File: src/rtl/bram2axis_sched.sv
// bram2axis_sched: buffers transfer descriptors in a small FIFO and sequences them,
// one at a time, onto a bank of BRAM-to-AXI4-Stream readout engines.
module bram2axis_sched #(
  parameter int NUM_CH          = 4,
  parameter int CH_W            = 2,
  parameter int XFER_SIZE_WIDTH = 32,
  parameter int DATA_BYTES      = 16,
  parameter int CMD_DEPTH       = 4,
  parameter int ACK_TIMEOUT     = 8
) (
  input  logic                       clk,
  input  logic                       rst,
  input  logic                       i_cmd_valid,
  output logic                       o_cmd_ready,
  input  logic [CH_W-1:0]            i_cmd_ch,
  input  logic [XFER_SIZE_WIDTH-1:0] i_cmd_size,
  output logic [NUM_CH-1:0]          o_start,
  input  logic [NUM_CH-1:0]          i_done,
  output logic [XFER_SIZE_WIDTH-1:0] o_size,
  output logic                       o_busy,
  output logic [CH_W-1:0]            o_cur_ch,
  output logic                       o_cmpl_valid,
  output logic [CH_W-1:0]            o_cmpl_ch,
  output logic [15:0]                o_xfer_cnt,
  output logic [1:0]                 o_err,
  input  logic                       i_err_clr
);

  localparam int AW = $clog2(CMD_DEPTH);
  localparam int TW = $clog2(ACK_TIMEOUT + 1);
  localparam logic [CH_W:0]            LP_NUM_CH  = (CH_W + 1)'(NUM_CH);
  localparam logic [XFER_SIZE_WIDTH-1:0] LP_DBYTES = XFER_SIZE_WIDTH'(DATA_BYTES);
  localparam logic [AW:0]              LP_DEPTH   = (AW + 1)'(CMD_DEPTH);
  localparam logic [TW-1:0]            LP_TO_LAST = TW'(ACK_TIMEOUT - 1);

  typedef enum logic [1:0] {
    S_IDLE      = 2'd0,
    S_ISSUE     = 2'd1,
    S_WAIT_ACK  = 2'd2,
    S_WAIT_DONE = 2'd3
  } state_t;

  logic [CH_W-1:0]            r_fifo_ch   [CMD_DEPTH];
  logic [XFER_SIZE_WIDTH-1:0] r_fifo_size [CMD_DEPTH];
  logic [AW:0]                r_wr_ptr;
  logic [AW:0]                r_rd_ptr;
  state_t                     r_state;
  logic [TW-1:0]              r_ack_cnt;
  logic [NUM_CH-1:0]          r_start;
  logic [XFER_SIZE_WIDTH-1:0] r_size;
  logic                       r_busy;
  logic [CH_W-1:0]            r_cur_ch;
  logic                       r_cmpl_valid;
  logic [CH_W-1:0]            r_cmpl_ch;
  logic [15:0]                r_xfer_cnt;
  logic [1:0]                 r_err;

  logic                       w_full;
  logic                       w_empty;
  logic                       w_accept;
  logic                       w_illegal;
  logic                       w_push;
  logic                       w_pop;
  logic                       w_timeout;
  logic                       w_cur_done;
  logic [CH_W-1:0]            w_head_ch;
  logic [XFER_SIZE_WIDTH-1:0] w_head_size;
  logic [NUM_CH-1:0]          w_onehot;

  assign w_full      = ((r_wr_ptr - r_rd_ptr) == LP_DEPTH);
  assign w_empty     = (r_wr_ptr == r_rd_ptr);
  assign w_head_ch   = r_fifo_ch[r_rd_ptr[AW-1:0]];
  assign w_head_size = r_fifo_size[r_rd_ptr[AW-1:0]];
  assign w_cur_done  = i_done[r_cur_ch];

  // Illegal descriptors are still consumed so a bad host cannot wedge the port.
  assign w_illegal = (i_cmd_size == {XFER_SIZE_WIDTH{1'b0}}) ||
                     ((i_cmd_size % LP_DBYTES) != {XFER_SIZE_WIDTH{1'b0}}) ||
                     ({1'b0, i_cmd_ch} >= LP_NUM_CH);
  assign w_accept  = i_cmd_valid && !w_full;
  assign w_push    = w_accept && !w_illegal;
  // Only the head is considered, so a busy head engine blocks everything behind it.
  assign w_pop     = (r_state == S_IDLE) && !w_empty && i_done[w_head_ch];
  assign w_timeout = (r_state == S_WAIT_ACK) && w_cur_done && (r_ack_cnt == LP_TO_LAST);

  // One-hot start vector for the head channel
  always_comb begin
    w_onehot = {NUM_CH{1'b0}};
    for (int i = 0; i < NUM_CH; i++) begin
      if (w_head_ch == CH_W'(i)) begin
        w_onehot[i] = 1'b1;
      end else begin
        w_onehot[i] = 1'b0;
      end
    end
  end

  // Descriptor storage; contents need no reset since the pointers gate validity
  always_ff @(posedge clk) begin
    if (w_push) begin
      r_fifo_ch[r_wr_ptr[AW-1:0]]   <= i_cmd_ch;
      r_fifo_size[r_wr_ptr[AW-1:0]] <= i_cmd_size;
    end
  end

  // FIFO pointers
  always_ff @(posedge clk) begin
    if (rst) begin
      r_wr_ptr <= {(AW + 1){1'b0}};
      r_rd_ptr <= {(AW + 1){1'b0}};
    end else begin
      if (w_push) r_wr_ptr <= r_wr_ptr + {{AW{1'b0}}, 1'b1};
      if (w_pop)  r_rd_ptr <= r_rd_ptr + {{AW{1'b0}}, 1'b1};
    end
  end

  // Sticky error flags; a new event outranks a simultaneous clear
  always_ff @(posedge clk) begin
    if (rst) begin
      r_err <= 2'b00;
    end else begin
      r_err <= (r_err & {2{~i_err_clr}}) | {w_timeout, (w_accept && w_illegal)};
    end
  end

  // Transfer sequencer with registered engine-facing and status outputs
  always_ff @(posedge clk) begin
    if (rst) begin
      r_state      <= S_IDLE;
      r_ack_cnt    <= {TW{1'b0}};
      r_start      <= {NUM_CH{1'b0}};
      r_size       <= {XFER_SIZE_WIDTH{1'b0}};
      r_busy       <= 1'b0;
      r_cur_ch     <= {CH_W{1'b0}};
      r_cmpl_valid <= 1'b0;
      r_cmpl_ch    <= {CH_W{1'b0}};
      r_xfer_cnt   <= 16'd0;
    end else begin
      r_start      <= {NUM_CH{1'b0}};
      r_cmpl_valid <= 1'b0;
      case (r_state)
        S_IDLE: begin
          if (w_pop) begin
            r_cur_ch <= w_head_ch;
            r_size   <= w_head_size;
            r_start  <= w_onehot;
            r_busy   <= 1'b1;
            r_state  <= S_ISSUE;
          end
        end
        S_ISSUE: begin
          r_ack_cnt <= {TW{1'b0}};
          r_state   <= S_WAIT_ACK;
        end
        S_WAIT_ACK: begin
          if (!w_cur_done) begin
            r_state <= S_WAIT_DONE;
          end else if (w_timeout) begin
            // Engine never acknowledged: report completion so the host is not left hanging.
            r_cmpl_valid <= 1'b1;
            r_cmpl_ch    <= r_cur_ch;
            r_busy       <= 1'b0;
            r_state      <= S_IDLE;
          end else begin
            r_ack_cnt <= r_ack_cnt + {{(TW - 1){1'b0}}, 1'b1};
          end
        end
        S_WAIT_DONE: begin
          if (w_cur_done) begin
            r_cmpl_valid <= 1'b1;
            r_cmpl_ch    <= r_cur_ch;
            r_xfer_cnt   <= r_xfer_cnt + 16'd1;
            r_busy       <= 1'b0;
            r_state      <= S_IDLE;
          end
        end
        default: begin
          r_busy  <= 1'b0;
          r_state <= S_IDLE;
        end
      endcase
    end
  end

  assign o_cmd_ready  = !w_full;
  assign o_start      = r_start;
  assign o_size       = r_size;
  assign o_busy       = r_busy;
  assign o_cur_ch     = r_cur_ch;
  assign o_cmpl_valid = r_cmpl_valid;
  assign o_cmpl_ch    = r_cmpl_ch;
  assign o_xfer_cnt   = r_xfer_cnt;
  assign o_err        = r_err;

endmodule
File: config.mk
export PLATFORM = sky130hd
export DESIGN_NAME = bram2axis_sched
export DESIGN_NICKNAME = d
export VERILOG_FILES = /design/src/rtl/bram2axis_sched.sv
export SDC_FILE = /design/constraint.sdc
export NUM_CORES = 1
export LEC_CHECK = 0
export BUFFER_PORTS_ARGS = -buffer_cell sky130_fd_sc_hd__buf_2
export CELL_PAD_IN_SITES_DETAIL_PLACEMENT = 1
export CELL_PAD_IN_SITES_GLOBAL_PLACEMENT = 2
export CORE_MARGIN = 10
export CORE_UTILIZATION = 40
export CTS_BUF_LIST = sky130_fd_sc_hd__clkbuf_4
export DETAILED_ROUTE_END_ITERATION = 10
export HOLD_SLACK_MARGIN = 0.08
export PLACE_DENSITY_LB_ADDON = 0.1
export SYNTH_ARGS = -nofsm -noshare
export SYNTH_HDL_FRONTEND = slang
export SYNTH_SLANG_ARGS = --single-unit
File: constraint.sdc
create_clock -name clk -period 4.7 [get_ports clk]
set_input_delay 0 -clock clk [delete_from_list [all_inputs] [get_ports clk]]
set_output_delay 0 -clock clk [all_outputs]
set_load 0.02 [all_outputs]
# Yosys cells after proc, flatten, opt, wreduce, memory -nomap -nowiden
# Memories as Yosys holds them, arrays and structs flattened. A register that Yosys moved wholly into a read port is not among the register bits.
# Cells that the tools add are included.
totals:
  regBits: 40
  latchBits: 0
  input_bits: 42
  ram_bits: 136
  out_inout_bits: 61
  wordCells: 98
  mem_count: 2
  rom_bits: 0
memory_table:
  columns: ["name", "depth", "width", "read_ports", "rd_ports_with_merged_regs", "wr", "line", "rtl"]
  rows:
  - ["r_fifo_size", 4, 32, 1, 1, 1, "44", "logic [XFER_SIZE_WIDTH-1:0] r_fifo_size [CMD_DEPTH];"]
  - ["r_fifo_ch", 4, 2, 1, 1, 1, "43", "logic [CH_W-1:0] r_fifo_ch [CMD_DEPTH];"]
op_classes:
  n_reduce_logical: 25
  bitwise: 5
  div_mod_pow: 0
  eq_ne: 15
  n_mul: 0
  shift: 0
  n_lt_le_gt_ge: 2
  muxes: 33
  addsub: 5
ops:
  columns: ["op", "count"]
  rows:
  - ["$logic_not 32->1", 1]
  - ["$reduce_bool 32->1", 1]
  - ["$mux 2", 9]
  - ["$add 16x1->16 const B", 1]
  - ["$mux 1", 15]
  - ["$ne 2x2->1 const B", 5]
  - ["$eq 2x2->1 const B", 4]
  - ["$mux 4", 2]
  - ["$pmux 2 s4", 1]
  - ["$pmux 4 s2", 1]
  - ["$logic_and 1x1->1", 7]
  - ["$add 3x1->3 const B", 2]
  - ["$lt 2x3->1 const B", 2]
  - ["$reduce_and 3->1", 2]
  - ["$reduce_and 5->1", 1]
  - ["$add 4x1->4 const B", 1]
  - ["$bmux 1 s2", 2]
  - ["$eq 2x1->1 const B", 2]
  - ["$eq 4x3->1 const B", 1]
  - ["$logic_not 2->1", 2]
  - ["$pmux 2 s2", 1]
  - ["$reduce_and 2->1", 2]
  - ["$reduce_and 4->1", 1]
  - ["$reduce_bool 2->1", 2]
  - ["13 further kinds", 17]

# Depth between registers and ports, before layout
logic_depth:
  depth_word: 7
  depth_mapped: 11
  ltp_nobuf: 7

# Least setup slack after synthesis
# Ideal clock, no wire load.
synth_path:
  path_type: "register -> register"
  start: "reg r_rd_ptr[1]"
  end: "reg r_wr_ptr[2]"
  t_required_ns: 4.579
  setup_ns: 0.121
  path_buffers: 2
  path_slack_ns: 0.369
  stages_incl_launch_ff: 10
  synth_period_minus_slack_ns: 4.331
  arrival_ns: 4.210
  cell_sequence: "dfxtp_1 -> clkbuf_1 -> buf_4 -> inv_1 -> ha_1 -> nor2b_1 -> xnor2_1 -> o21ai_0 -> nor3_1 -> mux2_2"
synth_between:
  elab_chain_len: 5
synth_rtl:
  columns: ["item", "line", "rtl"]
  rows:
  - ["start: declaration", "46", "logic [AW:0] r_rd_ptr;"]
  - ["start signal: assignment", "110", "r_rd_ptr <= {(AW + 1){1'b0}};"]
  - ["start signal: assignment", "113", "if (w_pop) r_rd_ptr <= r_rd_ptr + {{AW{1'b0}}, 1'b1};"]
  - ["$sub 3x3->3", "70", "assign w_full = ((r_wr_ptr - r_rd_ptr) == LP_DEPTH);"]
  - ["$eq 3x3->1", "70", null]
  - ["$logic_not 1->1", "80", "assign w_accept = i_cmd_valid && !w_full;"]
  - ["$logic_and 1x1->1", "80", null]
  - ["$logic_and 1x1->1", "81", "assign w_push = w_accept && !w_illegal;"]
  - ["end signal: assignment", "109", "r_wr_ptr <= {(AW + 1){1'b0}};"]
  - ["end signal: assignment", "112", "if (w_push) r_wr_ptr <= r_wr_ptr + {{AW{1'b0}}, 1'b1};"]
  - ["end: declaration", "45", "logic [AW:0] r_wr_ptr;"]
# Every way passes these cells.
# A chain may end at the register's enable or synchronous reset.

# Final worst setup path
layout_path:
  start: "in i_cmd_size[4]"
  end: "reg r_err[0], in the netlist o_err[0]"
layout_between:
  elab_chain_len: 4
layout_rtl:
  columns: ["item", "line", "rtl"]
  rows:
  - ["start: declaration", "16", "input logic [XFER_SIZE_WIDTH-1:0] i_cmd_size,"]
  - ["$logic_not 32->1", "77", "assign w_illegal = (i_cmd_size == {XFER_SIZE_WIDTH{1'b0}}) ||"]
  - ["$logic_or 1x1->1", "77", null]
  - ["$logic_and 1x1->1", "122", "r_err <= (r_err & {2{~i_err_clr}}) | {w_timeout, (w_accept && w_illegal)};"]
  - ["$or 2x2->2", "122", null]
  - ["end signal: assignment", "122", null]
  - ["end: declaration", "56", "logic [1:0] r_err;"]
# Every way passes these cells.

==> out/summary.md <==
• **outcome** complete, no violations
• **total wire length** 19.34 mm
• **YS warnings** 0
• **count of cells along the worst register-to-register path** 6
• **setup TNS** 0 ns
• **most numerous cell types in the synthesized netlist** sky130_fd_sc_hd__edfxtp_1 (136), sky130_fd_sc_hd__dfxtp_1 (74), sky130_fd_sc_hd__nor2_1 (70), sky130_fd_sc_hd__mux2i_1 (41), sky130_fd_sc_hd__mux4_2 (35)
• **minimum period implied by the final worst setup slack** 3.326 ns
• **routed length per instance** 18.63 um
• **x dimension of the die** 162.2 um
• **pin count of the biggest net entering global routing** 47
• **slew margin rel.** 33.83%
• **sink count of the clock tree** 210
• **Post-Syn Instances** 512
• **area share of the leading cell type in the synthesized netlist** 50.53%
• **switching power summed over all nets** 850.1 uW
• **Worst Slack Setup Final** 1.374 ns
• **wire length of the first global-routing pass** 30.85 mm
• **post-synth design cell area** 0.008083 mm^2
• **clock skew** 0.05865 ns
• **pre-CTS setup slack** 1.790 ns
• **CP Capture Type** register
• **Worst-Margin Slew** 0.9926 ns
• **worst voltage drop across the vdd grid** 216.6 uV
• **number of maximum-capacitance constraint violations** 0
• **combinational group share of total power** 5.6%
• **clock transition at the registers of the reported paths** 0.07 ns
• **power density relative to cell area** 365.1 mW/mm^2
• **setup slack, reg-to-reg** 1.69 ns
• **layout overhead on the synthesized area** 27.32%
• **cell type group with the largest total delay on the critical path** buffers and inverters
• **post-detailed-route via-to-cell ratio** 4.938
• **part of the Yosys area used for sequential elements** 68.85%
• **largest cells by area after synthesis** sky130_fd_sc_hd__edfxtp_1 (51%), sky130_fd_sc_hd__dfxtp_1 (18%), sky130_fd_sc_hd__mux4_2 (9.8%)
• **hold slack final** 0.1246 ns
• **kind of start point of the critical path** primary input
• **unrepaired setup endpoints after global routing** no
• **Power Internal** 2.907 mW
• **starting utilization of the core area** 41.13%
• **1st-pass router iterations** 6
• **# DRC** 0
• **detailed placement HPWL** 11.89 mm
• **most instantiated flip-flop cell in the synthesis netlist** sky130_fd_sc_hd__edfxtp_1
• **clock network latency to the later pin of the worst-skew pair** 0.68 ns
• **instance count on the critical path** 10
• **type of the worst min-delay path** primary input to register
• **slowest stage delay, CP** 0.60 ns
• **number of enable-type register cells in the synthesized netlist** 136
• **register bit total from synthesis** 210
• **post-synthesis cell type with the largest combined area** sky130_fd_sc_hd__edfxtp_1
• **clock buffers created by TritonCTS** 55
• **# H-tree levels** 2
• **dpl cells** 862
• **Slowest-stage cell, CP** sky130_fd_sc_hd__dlygate4sd3_1
• **number of hold violations in the final report** 0
• **CP required** 5.32 ns
• **count of buffers from port buffering** 102
• **crit path from** i_cmd_size[4]
• **switching share of total power** 22.63%
• **most instantiated library cell after synthesis** sky130_fd_sc_hd__edfxtp_1
• **chain of cells forming the critical path** dlygate4sd3_1 -> dlygate4sd3_1 -> buf_2 -> nor4_1 -> nand4_1 -> o21ai_0 -> a32oi_1 -> dlygate4sd3_1 -> nor2_1 -> dlygate4sd3_1
• **I/O pin total** 103
• **number of antenna violations at the first check in global routing** 1
• **Post-synth ARST share** 0%
• **via count of the first global-routing pass** 5765
• **endpoints failing setup** 0
• **Slew Limit Fails** 0
• **final cell count without fillers** 1038
• **number of violations reported at the end of detailed-routing iteration 0** 193
• **core region area** 0.01965 mm^2
• **critical path start-end classification** primary input to register
• **Crit Reg-Reg Endpoint** r_state[0]$_SDFFE_PP0P_
• **number of nets in the finished design** 779
• **buffer depth of the longest clock path** 3
• **total leakage power** 3.723 nW
• **critical-path maximum fanout** 3
• **vertical die dimension** 162.2 um
• **overall via count from detail_route** 5126
• **Final Wtd Congestion** 0.7414
• **cell row count** 51
• **number of nets still failing antenna checks after routing** 0
• **highest achievable clock rate** 0.3007 GHz
• **arrival time of data at the critical path endpoint** 3.94 ns
• **part of the total power dissipated in sequential elements** 52.9%
• **total nets after synthesis** 563
• **capturing element of the worst setup path** o_err[0]$_SDFF_PP0_
• **die outline area** 0.02629 mm^2
• **share of final-layout standard cells stronger than drive strength 1** 32.12%
• **period utilization** 70.77%
• **TritonCTS clock tree** done
• **count of unique library cells instantiated by Yosys** 41
• **Buffers & Inverters on Critical Path** 5
• **Core Util, Final** 52.36%
• **overflow left after global routing** 0
• **Clk Tree Root Cell** sky130_fd_sc_hd__clkbuf_4
• **synthesized area divided by synthesized cell count** 15.79 um^2
• **aggregate global-route resource usage** 14.78%
• **cell repeated most along the worst path** sky130_fd_sc_hd__dlygate4sd3_1
• **Clock Power Share** 41.5%
-- sequential cells by signal (all words and copies together), names as in the netlist, 3 cells and up, named ones only --
name         count
r_ack_cnt        4
o_xfer_cnt      16
r_rd_ptr         3
o_start          4
o_size          32
r_wr_ptr         3
r_fifo_ch        8
r_fifo_size    128
-- worst register-to-register path: stages (launching register included) --
cell	delay [ns]
sky130_fd_sc_hd__dfxtp_1	0.37
sky130_fd_sc_hd__mux4_2	0.64
sky130_fd_sc_hd__mux2i_1	0.22
sky130_fd_sc_hd__dlygate4sd3_1	0.61
sky130_fd_sc_hd__or2_2	0.35
sky130_fd_sc_hd__a31oi_1	0.15
sky130_fd_sc_hd__dlygate4sd3_1	0.58
-- repair_timing --
action,CTS,global route
hold buffers,74,0
resized for setup,0,0
buffers inserted,0,0
endpoints found under the hold margin,181,0
-- layer usage --
metal / vias to the layer above / routed length [um] / track usage (%)
li1: 2402 / - / -
met1: 2556 / 8124 / 17.16
met2: 139 / 9745 / 25.53
met3: 29 / 1118 / 4.120
met4: 0 / 352 / 5.418
met5: - / 0 / 0
-- power by group through the flow --
stage | combinational, mW | sequential (mW) | clock, mW
global placement | 0.159 | 2.03 | 0
finish | 0.210 | 1.99 | 1.56
global route | 0.231 | 1.99 | 1.72
CTS | 0.213 | 1.99 | 1.62
detailed placement | 0.164 | 2.03 | 0
floorplan | 0.0884 | 2.04 | 0
-- cell usage in the layout (no fill, tap or decap), types with 5 or more instances in the layout --
master and instances:
sky130_fd_sc_hd__edfxtp_1 136, sky130_fd_sc_hd__buf_2 102, sky130_fd_sc_hd__clkbuf_4 85, sky130_fd_sc_hd__dlygate4sd3_1 74, sky130_fd_sc_hd__dfxtp_1 72, sky130_fd_sc_hd__nor2_1 70
sky130_fd_sc_hd__mux2i_1 41, sky130_fd_sc_hd__mux4_2 35, sky130_fd_sc_hd__xnor2_1 14, sky130_fd_sc_hd__nand2_1 12, sky130_fd_sc_hd__clkinv_1 12, sky130_fd_sc_hd__inv_1 10
sky130_fd_sc_hd__nor4_1 9, sky130_fd_sc_hd__ha_1 9, sky130_fd_sc_hd__nor3_1 8, sky130_fd_sc_hd__a21oi_1 7, sky130_fd_sc_hd__o21ai_0 6, sky130_fd_sc_hd__buf_4 6
sky130_fd_sc_hd__nand4_1 5, sky130_fd_sc_hd__nand3_1 5, sky130_fd_sc_hd__nand2b_1 5
-- stage by stage --
step	cell area, um^2	total power [mW]
after floorplan	8083	2.125
after global placement	8838	2.187
after detailed placement	8838	2.192
after CTS	10290	3.821
after global routing	10290	3.942
final	10290	3.757
-- worst min path at each step --
stage	from	end	cells after the start
detailed placement	i_cmd_size[11]	r_fifo_size[3][11]$_DFFE_PP_	1
global route	i_cmd_size[10]	r_fifo_size[0][10]$_DFFE_PP_	2
finish	i_cmd_size[10]	r_fifo_size[1][10]$_DFFE_PP_	2
floorplan	i_cmd_ch[0]	r_fifo_ch[0][0]$_DFFE_PP_	0
CTS	i_cmd_size[30]	r_fifo_size[2][30]$_DFFE_PP_	2
global placement	i_cmd_size[25]	r_fifo_size[3][25]$_DFFE_PP_	1
-- cell type report --
cell class              instances  area [um^2]
fillers                      1985         9363
flip-flops and latches        210         5568
multi-input cells             269         2346
repair buffers                182         1296
clock buffers                  85        638.1
well taps                     265        331.6
clock inverters                16        71.32
inverters                      10        37.54
diodes                          1        2.502
-- cells by family after synthesis --
family | share of synthesized area (%)
compound gates | 1.950
xor+xnor | 1.950
mux | 15.39
fa+ha+maj | 1.393
flops | 68.85
simple gates | 8.142
buf+inv | 2.322
Note: power is estimated with default switching activity, not from simulation.
